`src/rtl/alu_pkg.sv`:
```
// Shared ALU opcode and controller state encodings for alu_mc and alu_core.
package alu_pkg;

   localparam int unsigned OP_W = 3;

   typedef enum logic [OP_W-1:0] {
      OP_AND = 3'b000,
      OP_OR  = 3'b001,
      OP_ADD = 3'b010,
      OP_SUB = 3'b011,
      OP_SLT = 3'b100,
      OP_SLL = 3'b101,
      OP_SRL = 3'b110,
      OP_SRA = 3'b111
   } alu_op_e;

   typedef enum logic [1:0] {
      ST_IDLE  = 2'd0,
      ST_SHIFT = 2'd1,
      ST_DONE  = 2'd2
   } state_e;

   function automatic logic is_shift(alu_op_e op);
      return op inside {OP_SLL, OP_SRL, OP_SRA};
   endfunction

endpackage

```
`src/rtl/alu_core.sv`:
```
// Single-cycle logic/add/sub/SLT datapath; shift opcodes pass operand A through.
module alu_core
   import alu_pkg::*;
#(
   parameter int unsigned WIDTH = 16
) (
   input  logic [WIDTH-1:0] i_a,
   input  logic [WIDTH-1:0] i_b,
   input  alu_op_e          i_op,
   output logic [WIDTH-1:0] o_result,
   output logic             o_carry,
   output logic             o_overflow
);

   logic             w_sub;
   logic [WIDTH-1:0] w_b_eff;
   logic [WIDTH:0]   w_sum;
   logic             w_c_msb;
   logic             w_ovf;

   // SLT reuses the subtractor; overflow is carry-in vs carry-out of the MSB
   assign w_sub   = (i_op == OP_SUB) || (i_op == OP_SLT);
   assign w_b_eff = w_sub ? ~i_b : i_b;
   assign w_sum   = {1'b0, i_a} + {1'b0, w_b_eff} + (WIDTH+1)'(w_sub);
   assign w_c_msb = i_a[WIDTH-1] ^ w_b_eff[WIDTH-1] ^ w_sum[WIDTH-1];
   assign w_ovf   = w_c_msb ^ w_sum[WIDTH];

   always_comb begin
      o_result   = i_a;
      o_carry    = 1'b0;
      o_overflow = 1'b0;
      case (i_op)
         OP_AND: o_result = i_a & i_b;
         OP_OR:  o_result = i_a | i_b;
         OP_ADD, OP_SUB: begin
            o_result   = w_sum[WIDTH-1:0];
            o_carry    = w_sum[WIDTH];
            o_overflow = w_ovf;
         end
         OP_SLT: o_result = WIDTH'(w_sum[WIDTH-1] ^ w_ovf);
         default: o_result = i_a;
      endcase
   end

endmodule

```
`src/rtl/alu_mc.sv`:
```
// Multi-cycle ALU: one-cycle ops through alu_core, shifts one bit per cycle,
// valid/ready handshake on both sides.
module alu_mc
   import alu_pkg::*;
#(
   parameter int unsigned WIDTH = 16
) (
   input  logic             clk,
   input  logic             reset_n,
   input  logic             in_valid,
   output logic             in_ready,
   input  logic [WIDTH-1:0] A,
   input  logic [WIDTH-1:0] B,
   input  logic [OP_W-1:0]  ALUOp,
   output logic             out_valid,
   input  logic             out_ready,
   output logic [WIDTH-1:0] Result,
   output logic             CarryOut,
   output logic             Zero,
   output logic             Overflow,
   output logic             Negative
);

   localparam int unsigned SHW = $clog2(WIDTH);

   state_e           r_state;
   state_e           w_state_nxt;
   alu_op_e          r_op;
   alu_op_e          w_op_in;
   logic [WIDTH-1:0] r_shreg;
   logic [WIDTH-1:0] w_shreg_nxt;
   logic [SHW-1:0]   r_cnt;
   logic [SHW-1:0]   w_shamt;
   logic [WIDTH-1:0] r_result;
   logic             r_out_valid;
   logic             r_carry;
   logic             r_zero;
   logic             r_ovf;
   logic             r_neg;
   logic             w_in_ready;
   logic             w_accept;
   logic             w_xfer_out;
   logic             w_shift_now;
   logic             w_last_step;
   logic [WIDTH-1:0] w_core_result;
   logic             w_core_carry;
   logic             w_core_ovf;

   assign w_op_in     = alu_op_e'(ALUOp);
   assign w_shamt     = B[SHW-1:0];
   assign w_shift_now = is_shift(w_op_in) && (w_shamt != '0);
   assign w_last_step = (r_state == ST_SHIFT) && (r_cnt == SHW'(1));
   assign w_xfer_out  = r_out_valid && out_ready;

   alu_core #(.WIDTH(WIDTH)) u_core (
      .i_a        (A),
      .i_b        (B),
      .i_op       (w_op_in),
      .o_result   (w_core_result),
      .o_carry    (w_core_carry),
      .o_overflow (w_core_ovf)
   );

   always_ff @(posedge clk or negedge reset_n) begin
      if (!reset_n) r_state <= ST_IDLE;
      else          r_state <= w_state_nxt;
   end

   // DONE accepts a new request only when its own result leaves this cycle
   always_comb begin
      w_state_nxt = r_state;
      w_in_ready  = 1'b0;
      w_accept    = 1'b0;
      case (r_state)
         ST_IDLE: begin
            w_in_ready = 1'b1;
            w_accept   = in_valid;
            if (in_valid) w_state_nxt = w_shift_now ? ST_SHIFT : ST_DONE;
         end
         ST_SHIFT: begin
            if (r_cnt == SHW'(1)) w_state_nxt = ST_DONE;
         end
         ST_DONE: begin
            w_in_ready = out_ready;
            w_accept   = in_valid && out_ready;
            if (out_ready) begin
               if (in_valid) w_state_nxt = w_shift_now ? ST_SHIFT : ST_DONE;
               else          w_state_nxt = ST_IDLE;
            end
         end
         default: w_state_nxt = ST_IDLE;
      endcase
   end

   always_comb begin
      w_shreg_nxt = r_shreg;
      case (r_op)
         OP_SLL:  w_shreg_nxt = {r_shreg[WIDTH-2:0], 1'b0};
         OP_SRL:  w_shreg_nxt = {1'b0, r_shreg[WIDTH-1:1]};
         default: w_shreg_nxt = {r_shreg[WIDTH-1], r_shreg[WIDTH-1:1]};
      endcase
   end

   // Result/flags change only on completion, so they hold while stalled
   always_ff @(posedge clk or negedge reset_n) begin
      if (!reset_n) begin
         r_op        <= OP_AND;
         r_shreg     <= '0;
         r_cnt       <= '0;
         r_result    <= '0;
         r_out_valid <= 1'b0;
         r_carry     <= 1'b0;
         r_zero      <= 1'b0;
         r_ovf       <= 1'b0;
         r_neg       <= 1'b0;
      end else if (w_accept) begin
         if (w_shift_now) begin
            r_op        <= w_op_in;
            r_shreg     <= A;
            r_cnt       <= w_shamt;
            r_out_valid <= 1'b0;
         end else begin
            r_result    <= w_core_result;
            r_carry     <= w_core_carry;
            r_ovf       <= w_core_ovf;
            r_zero      <= (w_core_result == '0);
            r_neg       <= w_core_result[WIDTH-1];
            r_out_valid <= 1'b1;
         end
      end else if (r_state == ST_SHIFT) begin
         r_shreg <= w_shreg_nxt;
         r_cnt   <= r_cnt - SHW'(1);
         if (w_last_step) begin
            r_result    <= w_shreg_nxt;
            r_carry     <= 1'b0;
            r_ovf       <= 1'b0;
            r_zero      <= (w_shreg_nxt == '0);
            r_neg       <= w_shreg_nxt[WIDTH-1];
            r_out_valid <= 1'b1;
         end
      end else if (w_xfer_out) begin
         r_out_valid <= 1'b0;
      end
   end

   assign in_ready  = w_in_ready;
   assign out_valid = r_out_valid;
   assign Result    = r_result;
   assign CarryOut  = r_carry;
   assign Zero      = r_zero;
   assign Overflow  = r_ovf;
   assign Negative  = r_neg;

endmodule
```
`config.mk`:
```
export PLATFORM = sky130hd
export DESIGN_NAME = alu_mc
export DESIGN_NICKNAME = d
export VERILOG_FILES = /design/src/rtl/alu_pkg.sv /design/src/rtl/alu_core.sv /design/src/rtl/alu_mc.sv
export SDC_FILE = /design/constraint.sdc
export NUM_CORES = 1
export LEC_CHECK = 0
export CORE_MARGIN = 5
export CORE_UTILIZATION = 50
export DETAILED_ROUTE_END_ITERATION = 10
export GPL_ROUTABILITY_DRIVEN = 0
export PLACE_DENSITY_LB_ADDON = 0.3
export SLEW_MARGIN = 0
export SYNTH_ARGS = -nofsm -noshare
export SYNTH_HDL_FRONTEND = slang
export SYNTH_HIERARCHICAL = 1
export SYNTH_SLANG_ARGS = --single-unit
export TNS_END_PERCENT = 20
```
`constraint.sdc`:
```
create_clock -name clk -period 1.8 [get_ports clk]
set_input_delay 0.27 -clock clk [delete_from_list [all_inputs] [get_ports clk]]
set_output_delay 0.27 -clock clk [all_outputs]
set_load 0.01 [all_outputs]
```
==> flow_metrics.tcl, run 1 <==
set metrics [dict create \
    drtIter0Drc 491 \
    finalCriticalPeriod_ps 3330 \
    grt_start_max_net_pins 43 \
    placeableCoreArea_um2 7810 \
    post_synth_inst_count 517 \
    drt-vias-per-instance 6.23 \
    timing.final.setup_violations 20 \
    ys_async_sr_fraction_pct 100 \
    globalRoute.totalOverflow 0 \
    tritoncts "yes" \
    finalNetCount 740 \
    outcome "finished with violations" \
    peakVddDrop_mv 0.542 \
    worst-slew-pin-transition_ps 559 \
    cp.arrival_ps 3550 \
    ios 61 \
    yosys_warnings 6 \
    maxClockFrequency_ghz 0.300 \
    postSynthRegisterBits 45 \
    crit_type "input pin to flip-flop" \
    critical_path_peak_fanout 5 \
    grt_first_pass_wirelength_um 23300 \
    ranking_of_synthesized_cells_by_area "sky130_fd_sc_hd__dfrtp_1, sky130_fd_sc_hd__o21ai_0, sky130_fd_sc_hd__ha_1" \
    cellLeakagePower_nw 2.67 \
    power_density_nw_per_um2 1160 \
    regToRegStartpoint "r_cnt[1]" \
    rsz_0062_raised_after_global_routing "true" \
    critical_path.cell_chain "buf_8, and3b_2, nor2_4, buf_12, buf_12, xnor2_1, ha_1, buf_4, o21ai_2, nand2b_1, nand3_1, o21ai_1, xnor2_1, o221ai_2, nor4_2, nand4_1, or3_1, a31oi_1" \
    cts.sink_count 45 \
    portBuffers 60 \
    drc_violation_count_after_routing 0 \
    post_synth.cell_area_avg_um2 7.84 \
    finalCritPeriodShare_pct 185 \
    drt-pass1-iter-count 6 \
    timing.final.ws_setup_ps -1530 \
    groute.usage.overall_pct 28.9 \
    detail_route.wl_per_cell_um 19.7 \
    antenna-diode-count 0 \
    ratio_of_cells_with_drive_above_1_in_the_final_layout_pct 33.4 \
    grt.met2_usage_pct 50.0 \
    seq_area_frac_synth_pct 27.8 \
    placement.cell_area_um2 5530 \
    critPathTopFamily "simple AND/OR/NAND/NOR gates" \
    synth-edff-count 0 \
    m3_gr_usage_pct 3.75 \
    synth_flop_cell "sky130_fd_sc_hd__dfrtp_1" \
    timing.clock.skew_ps 6.71 \
    post_synth_num_cell_types 64 \
    worst_skew_pair.late_latency_ps 300 \
    post_layout_nonfiller_instances 782 \
    worst_path_cell_with_the_longest_stage_delay "sky130_fd_sc_hd__or3_1" \
    cp_slowest_stage_delay_ps 320 \
    placed_cells 753 \
    timing.max_cap.violations 0 \
    vias 4872 \
    cp-start-kind "input pin" \
    crit_start "ALUOp[2]" \
    final_hold_viol_count 0 \
    grt_util_met1_pct 36.6 \
    synth_nets 577 \
    max-clock-path-buffers 2 \
    totalNegativeSetupSlack_ps -18340 \
    cts-htree-levels 2 \
    end_kind "flip-flop" \
    maxSlewViolCount 0 \
    flow.area_growth_from_synthesis_pct 54.4 \
    clk_pin_slew_ps 90 \
    drtAntennaViolNets 0 \
    floorplan.initialDensity_pct 51.9 \
    violations_in_the_final_reports "negative setup slack" \
    via_count_of_the_first_global_routing_pass 4750 \
    mappedNetlistArea_um2 4060 \
    horizontal_die_dimension_um 100 \
    most_crowded_layer_gr "met2" \
    worst_max_slew_margin_expressed_relative_to_the_limit_pct 62.7 \
    critical_path_buf_inv_count 4 \
    holdCritPathClass "input pin to flip-flop" \
    grt_antenna_before_repair 0 \
    final.fill_count 446 \
    critPathRequiredTime_ps 2020 \
    floorplan.die.height_um 100 \
    die_area_um2 10000 \
    power_w 0.00728 \
    cts_buffers 5 \
    yosysTopAreaCellShare_pct 27.8 \
    placementRows 32 \
    layout.cell_area.non_filler_um2 6260 \
    hold_ws_ps 423 \
    finalWirelength_um 15400 \
    dp_hpwl_um 9960 \
    hold_path_startpoint "ALUOp[1]" \
    clock_tree.root_cell "sky130_fd_sc_hd__clkbuf_8" \
    post-synth-top-area-cell "sky130_fd_sc_hd__dfrtp_1" \
]
-- state kept, by name, indices dropped and copies added (netlist names) --
name	cells
r_state	2
Negative	1
out_valid	1
r_shreg	16
r_op	3
r_cnt	4
Overflow	1
Zero	1
Result	15
CarryOut	1
-- layer usage --
| metal | routed length [um] | part of all wire (%) | vias to the layer above |
|---|---|---|---|
| li1 | - | - | 2168 |
| met1 | 5890 | 38 | 2280 |
| met2 | 7450 | 48 | 332 |
| met3 | 1280 | 8.3 | 92 |
| met4 | 761 | 5.0 | 0 |
| met5 | 0 | 0 | - |
-- synthesized netlist by cell type (4+ instances only) --
cell / count
sky130_fd_sc_hd__a21oi_1: 29
sky130_fd_sc_hd__a21oi_2: 20
sky130_fd_sc_hd__a31oi_1: 8
sky130_fd_sc_hd__buf_2: 8
sky130_fd_sc_hd__buf_6: 4
sky130_fd_sc_hd__clkbuf_1: 12
sky130_fd_sc_hd__dfrtp_1: 45
sky130_fd_sc_hd__ha_1: 20
sky130_fd_sc_hd__inv_1: 25
sky130_fd_sc_hd__maj3_1: 11
sky130_fd_sc_hd__mux2i_1: 5
sky130_fd_sc_hd__nand2_1: 56
sky130_fd_sc_hd__nand2b_1: 4
sky130_fd_sc_hd__nand3_1: 23
sky130_fd_sc_hd__nor2_1: 47
sky130_fd_sc_hd__nor2b_1: 20
sky130_fd_sc_hd__nor3_1: 8
sky130_fd_sc_hd__nor4_1: 7
sky130_fd_sc_hd__o211ai_1: 16
sky130_fd_sc_hd__o21ai_0: 57
sky130_fd_sc_hd__o21bai_1: 6
sky130_fd_sc_hd__o22ai_1: 4
sky130_fd_sc_hd__xnor2_1: 22
-- worst min-delay path: stages --
cell and delay [ps]:
sky130_fd_sc_hd__buf_8 90, sky130_fd_sc_hd__buf_4 170, sky130_fd_sc_hd__mux2_2 160
-- stage by stage --
step,utilization (%),setup slack (ps)
after global routing,80.2,-1660
after global placement,70.8,-1970
after CTS,77.8,-1370
after floorplan,-,-1310
after detailed placement,70.8,-2170
final,80.2,-1530
-- power by group --
part | internal [W] | total [W] | leakage, nW | switching (W)
logic | 0.00227 | 0.00465 | 2.11 | 0.00238
clock network | 0.000404 | 0.000750 | 0.0540 | 0.000346
registers | 0.00148 | 0.00188 | 0.507 | 0.000401
total | 0.00415 | 0.00728 | 2.67 | 0.00313
-- final cells by class --
type                    instances  area, um2  share of cell area [%]
clock buffers                   5       68.8                    1.10
clock inverters                 2       35.0                   0.559
inverters                      25       93.8                    1.50
multi-input cells             418       3110                    49.6
flip-flops and latches         45       1130                    18.0
well taps                     102        128                    2.04
repair buffers                185       1700                    27.2
-- timing repair --
action,in CTS,in global routing
setup endpoints to repair,46,35
buffers inserted,15,7
pin swaps,53,32
hold buffers,1,0
gates resized for setup,98,25
hold endpoints to repair,20,0
gates cloned,1,0
-- placed cells by master (no fill, tap or decap), types with 11 or more instances in the layout --
cell                                n
sky130_fd_sc_hd__xnor2_1           16
sky130_fd_sc_hd__nor2_1            45
sky130_fd_sc_hd__buf_4            104
sky130_fd_sc_hd__a21oi_1           16
sky130_fd_sc_hd__inv_1             25
sky130_fd_sc_hd__nor2b_1           20
sky130_fd_sc_hd__o211ai_1          16
sky130_fd_sc_hd__buf_6             12
sky130_fd_sc_hd__nand2_1           54
sky130_fd_sc_hd__ha_1              15
sky130_fd_sc_hd__o21ai_0           36
sky130_fd_sc_hd__maj3_1            11
sky130_fd_sc_hd__clkdlybuf4s50_1   52
sky130_fd_sc_hd__a21oi_2           31
sky130_fd_sc_hd__nand3_1           22
sky130_fd_sc_hd__o21ai_1           16
sky130_fd_sc_hd__dfrtp_1           45
-- path summary, 6_finish.rpt --
path | endpoint | slack [ps] | cells past startpoint
setup / recovery | Zero | -1530 | 18
hold / removal | r_op[1] | 420 | 3
setup reg to reg | Result[5] | -90 | 8
hold reg to reg | Result[14] | 530 | 2
max in group asynchronous | r_shreg[10] | 790 | 3
min in group asynchronous | r_state[1] | 480 | 2
-- cells by family (layout without fill, tap and decap cells) --
logic type	count (synthesis)	count (layout)	share of synthesized area (%)
AO/OA/AOI/OAI	169	169	26.9
XOR/XNOR	24	24	5.18
adder cells (fa/ha/maj)	32	32	9.38
buffers and inverters	54	217	6.57
flip-flops	45	45	27.8
multiplexers	8	8	2.07
AND/OR/NAND/NOR	185	185	22.1
Power figures use the tool's default switching activity.
==> run 2, diff against run 1 <==
--- a/config.mk
+++ b/config.mk
@@ -7,6 +7,7 @@
 export LEC_CHECK = 0
 export CORE_MARGIN = 5
 export CORE_UTILIZATION = 50
+export CTS_BUF_LIST = sky130_fd_sc_hd__clkbuf_8
 export DETAILED_ROUTE_END_ITERATION = 10
 export GPL_ROUTABILITY_DRIVEN = 0
 export PLACE_DENSITY_LB_ADDON = 0.3
==> results of run 2 <==
Same layout as run 1: the final DEF is identical, and so are final timing and power.
==> run 3, diff against run 2 <==
--- a/config.mk
+++ b/config.mk
@@ -5,7 +5,7 @@
 export SDC_FILE = /design/constraint.sdc
 export NUM_CORES = 1
 export LEC_CHECK = 0
-export CORE_MARGIN = 5
+export CORE_MARGIN = 8
 export CORE_UTILIZATION = 50
 export CTS_BUF_LIST = sky130_fd_sc_hd__clkbuf_8
 export DETAILED_ROUTE_END_ITERATION = 10
==> run 3 against run 2 <==
The run still ends with negative setup slack left. First-iteration DRC count down 28%. Sequential share of layout area is 0.14 points lower. Combinational power is essentially flat. Utilization decreased by 1.8 points. Largest cell class unchanged. Largest power group unchanged.
==> flow_metrics.tcl, run 3 (synthesis gave the netlist of run 1 again) <==
set metrics [dict create \
    outcome "finished with violations" \
    violations_in_the_final_reports "negative setup slack" \
    critPathRequiredTime_ps 2030 \
    clock_tree.root_cell "sky130_fd_sc_hd__clkbuf_8" \
    ratio_of_cells_with_drive_above_1_in_the_final_layout_pct 34.2 \
    die_area_um2 11200 \
    finalCriticalPeriod_ps 3290 \
    drt-vias-per-instance 6.10 \
    register_area_um2 1130 \
    cellLeakagePower_nw 2.67 \
    drt-pass1-iter-count 5 \
    grt_first_pass_wirelength_um 21900 \
    via_count_of_the_first_global_routing_pass 4634 \
    final.fill_count 519 \
    antenna-diode-count 0 \
    cts.sink_count 45 \
    layout.cell_area.non_filler_um2 6310 \
    cp-start-kind "input pin" \
    finalCritPeriodShare_pct 183 \
    dp_hpwl_um 9760 \
    worst-slew-pin-transition_ps 688 \
    critical_path_peak_fanout 5 \
    groute.usage.overall_pct 23.7 \
    drtIter0Drc 354 \
    max-clock-path-buffers 2 \
    holdCritPathClass "input pin to async pin" \
    final_hold_viol_count 0 \
    cts-htree-levels 2 \
    most_common_library_cell_in_the_layout_ignoring_fill_and_taps "sky130_fd_sc_hd__buf_4" \
    power_w 0.00732 \
    placeableCoreArea_um2 8050 \
    maxClockFrequency_ghz 0.304 \
    worst_skew_pair.late_latency_ps 310 \
    cp.arrival_ps 3520 \
    floorplan.initialDensity_pct 50.4 \
    cts_buffers 5 \
    rsz_0062_raised_after_global_routing "true" \
    regToRegStartpoint "r_cnt[1]" \
    horizontal_die_dimension_um 106 \
    worst_slack_after_detailed_placement_ps -2060 \
    detail_route.wl_per_cell_um 19.6 \
    most-common-layout-cells "sky130_fd_sc_hd__buf_4, sky130_fd_sc_hd__nand2_1, sky130_fd_sc_hd__clkdlybuf4s50_1, sky130_fd_sc_hd__dfrtp_1, sky130_fd_sc_hd__nor2_1" \
    timing.final.setup_violations 19 \
    largest_register_ff_count 16 \
    finalNetCount 741 \
    grt_start_max_net_pins 35 \
    tritoncts "yes" \
    r2r-end "Result[10]" \
    grt_antenna_before_repair 0 \
    vias 4798 \
    end_kind "flip-flop" \
    timing.max_cap.violations 0 \
    ios 61 \
    register_with_the_most_flip_flops "r_shreg" \
    power_density_nw_per_um2 1160 \
    drtAntennaViolNets 0 \
    placementRows 33 \
    peakVddDrop_mv 0.522 \
    timing.clock.skew_ps 10.9 \
    worst_r2r_path_depth 8 \
    hold_ws_ps 458 \
    portBuffers 60 \
    timing.final.ws_setup_ps -1490 \
    clk_pin_slew_ps 90 \
    placement.cell_area_um2 5470 \
    floorplan.die.height_um 106 \
    crit_type "input pin to flip-flop" \
    r2r_slack_ps -100 \
    drc_violation_count_after_routing 0 \
    finalWirelength_um 15400 \
    multi_input_comb_area_um2 3170 \
    flow.area_growth_from_synthesis_pct 55.7 \
    globalRoute.totalOverflow 0 \
    worst_max_slew_margin_expressed_relative_to_the_limit_pct 54.1 \
    maxSlewViolCount 0 \
]
run 3: layer usage:
layer  wire (um)  vias up  part of all wire, %  global-route usage, %
li1            -     2167                    -                      -
met2        7550      276                   49                   42.3
met4         823        0                  5.4                   7.54
met3        1150       90                  7.5                   3.15
met5           0        -                    0                      0
met1        5850     2265                   38                   28.7
run 3: worst max-delay path, cell delays in order:
cell	delay, ps
sky130_fd_sc_hd__buf_8	100
sky130_fd_sc_hd__and3b_2	230
sky130_fd_sc_hd__nor2_4	190
sky130_fd_sc_hd__buf_6	160
sky130_fd_sc_hd__buf_16	120
sky130_fd_sc_hd__xnor2_1	120
sky130_fd_sc_hd__ha_2	280
sky130_fd_sc_hd__a21oi_4	90
sky130_fd_sc_hd__o21bai_1	220
sky130_fd_sc_hd__a22oi_2	170
sky130_fd_sc_hd__buf_4	170
sky130_fd_sc_hd__a21oi_2	130
sky130_fd_sc_hd__xnor2_1	150
sky130_fd_sc_hd__a21oi_1	190
sky130_fd_sc_hd__nor4_2	280
sky130_fd_sc_hd__nand4_1	130
sky130_fd_sc_hd__or3_1	350
sky130_fd_sc_hd__a31oi_1	160
run 3: report_power, final:
| part | internal [W] | switching [W] | leakage, nW |
|---|---|---|---|
| registers | 0.00148 | 0.000421 | 0.507 |
| logic | 0.00228 | 0.00239 | 2.11 |
| clock network | 0.000404 | 0.000356 | 0.0540 |
run 3: how the worst max path moves through the flow:
stage           end  startpoint  cells after the start  slack, ps
2_1_floorplan  Zero    ALUOp[0]                     16      -1310
3_3_place_gp   Zero    ALUOp[2]                     16      -1950
3_5_place_dp   Zero    ALUOp[2]                     16      -2060
4_1_cts        Zero    ALUOp[1]                     15      -1300
5_1_grt        Zero    ALUOp[0]                     17      -1640
6_report       Zero    ALUOp[0]                     18      -1490
run 3: cell type report:
cell class                      instances  share of cell area (%)
Multi-Input combinational cell        418                    50.2
Timing Repair Buffer                  186                    26.8
Sequential cell                        45                    17.8
Tap cell                              105                    2.08
Inverter                               25                    1.49
Clock buffer                            5                    1.09
Clock inverter                          2                   0.555
run 3: timing repair:
item | 4_1_cts | 5_1_grt
cloned | 1 | 0
pin swaps | 38 | 48
hold buffers | 1 | 0
hold endpoints to repair | 20 | 0
setup endpoints to repair | 45 | 29
resized for setup | 71 | 63
setup buffers | 16 | 13
run 3: stage by stage:
step | util [%] | instances | TNS (ps)
floorplan | - | 517 | -14400
global placement | 68.0 | 750 | -43480
detailed placement | 68.0 | 750 | -47330
CTS | 73.2 | 774 | -15230
global route | 78.4 | 786 | -20000
finish | 78.4 | 786 | -17960
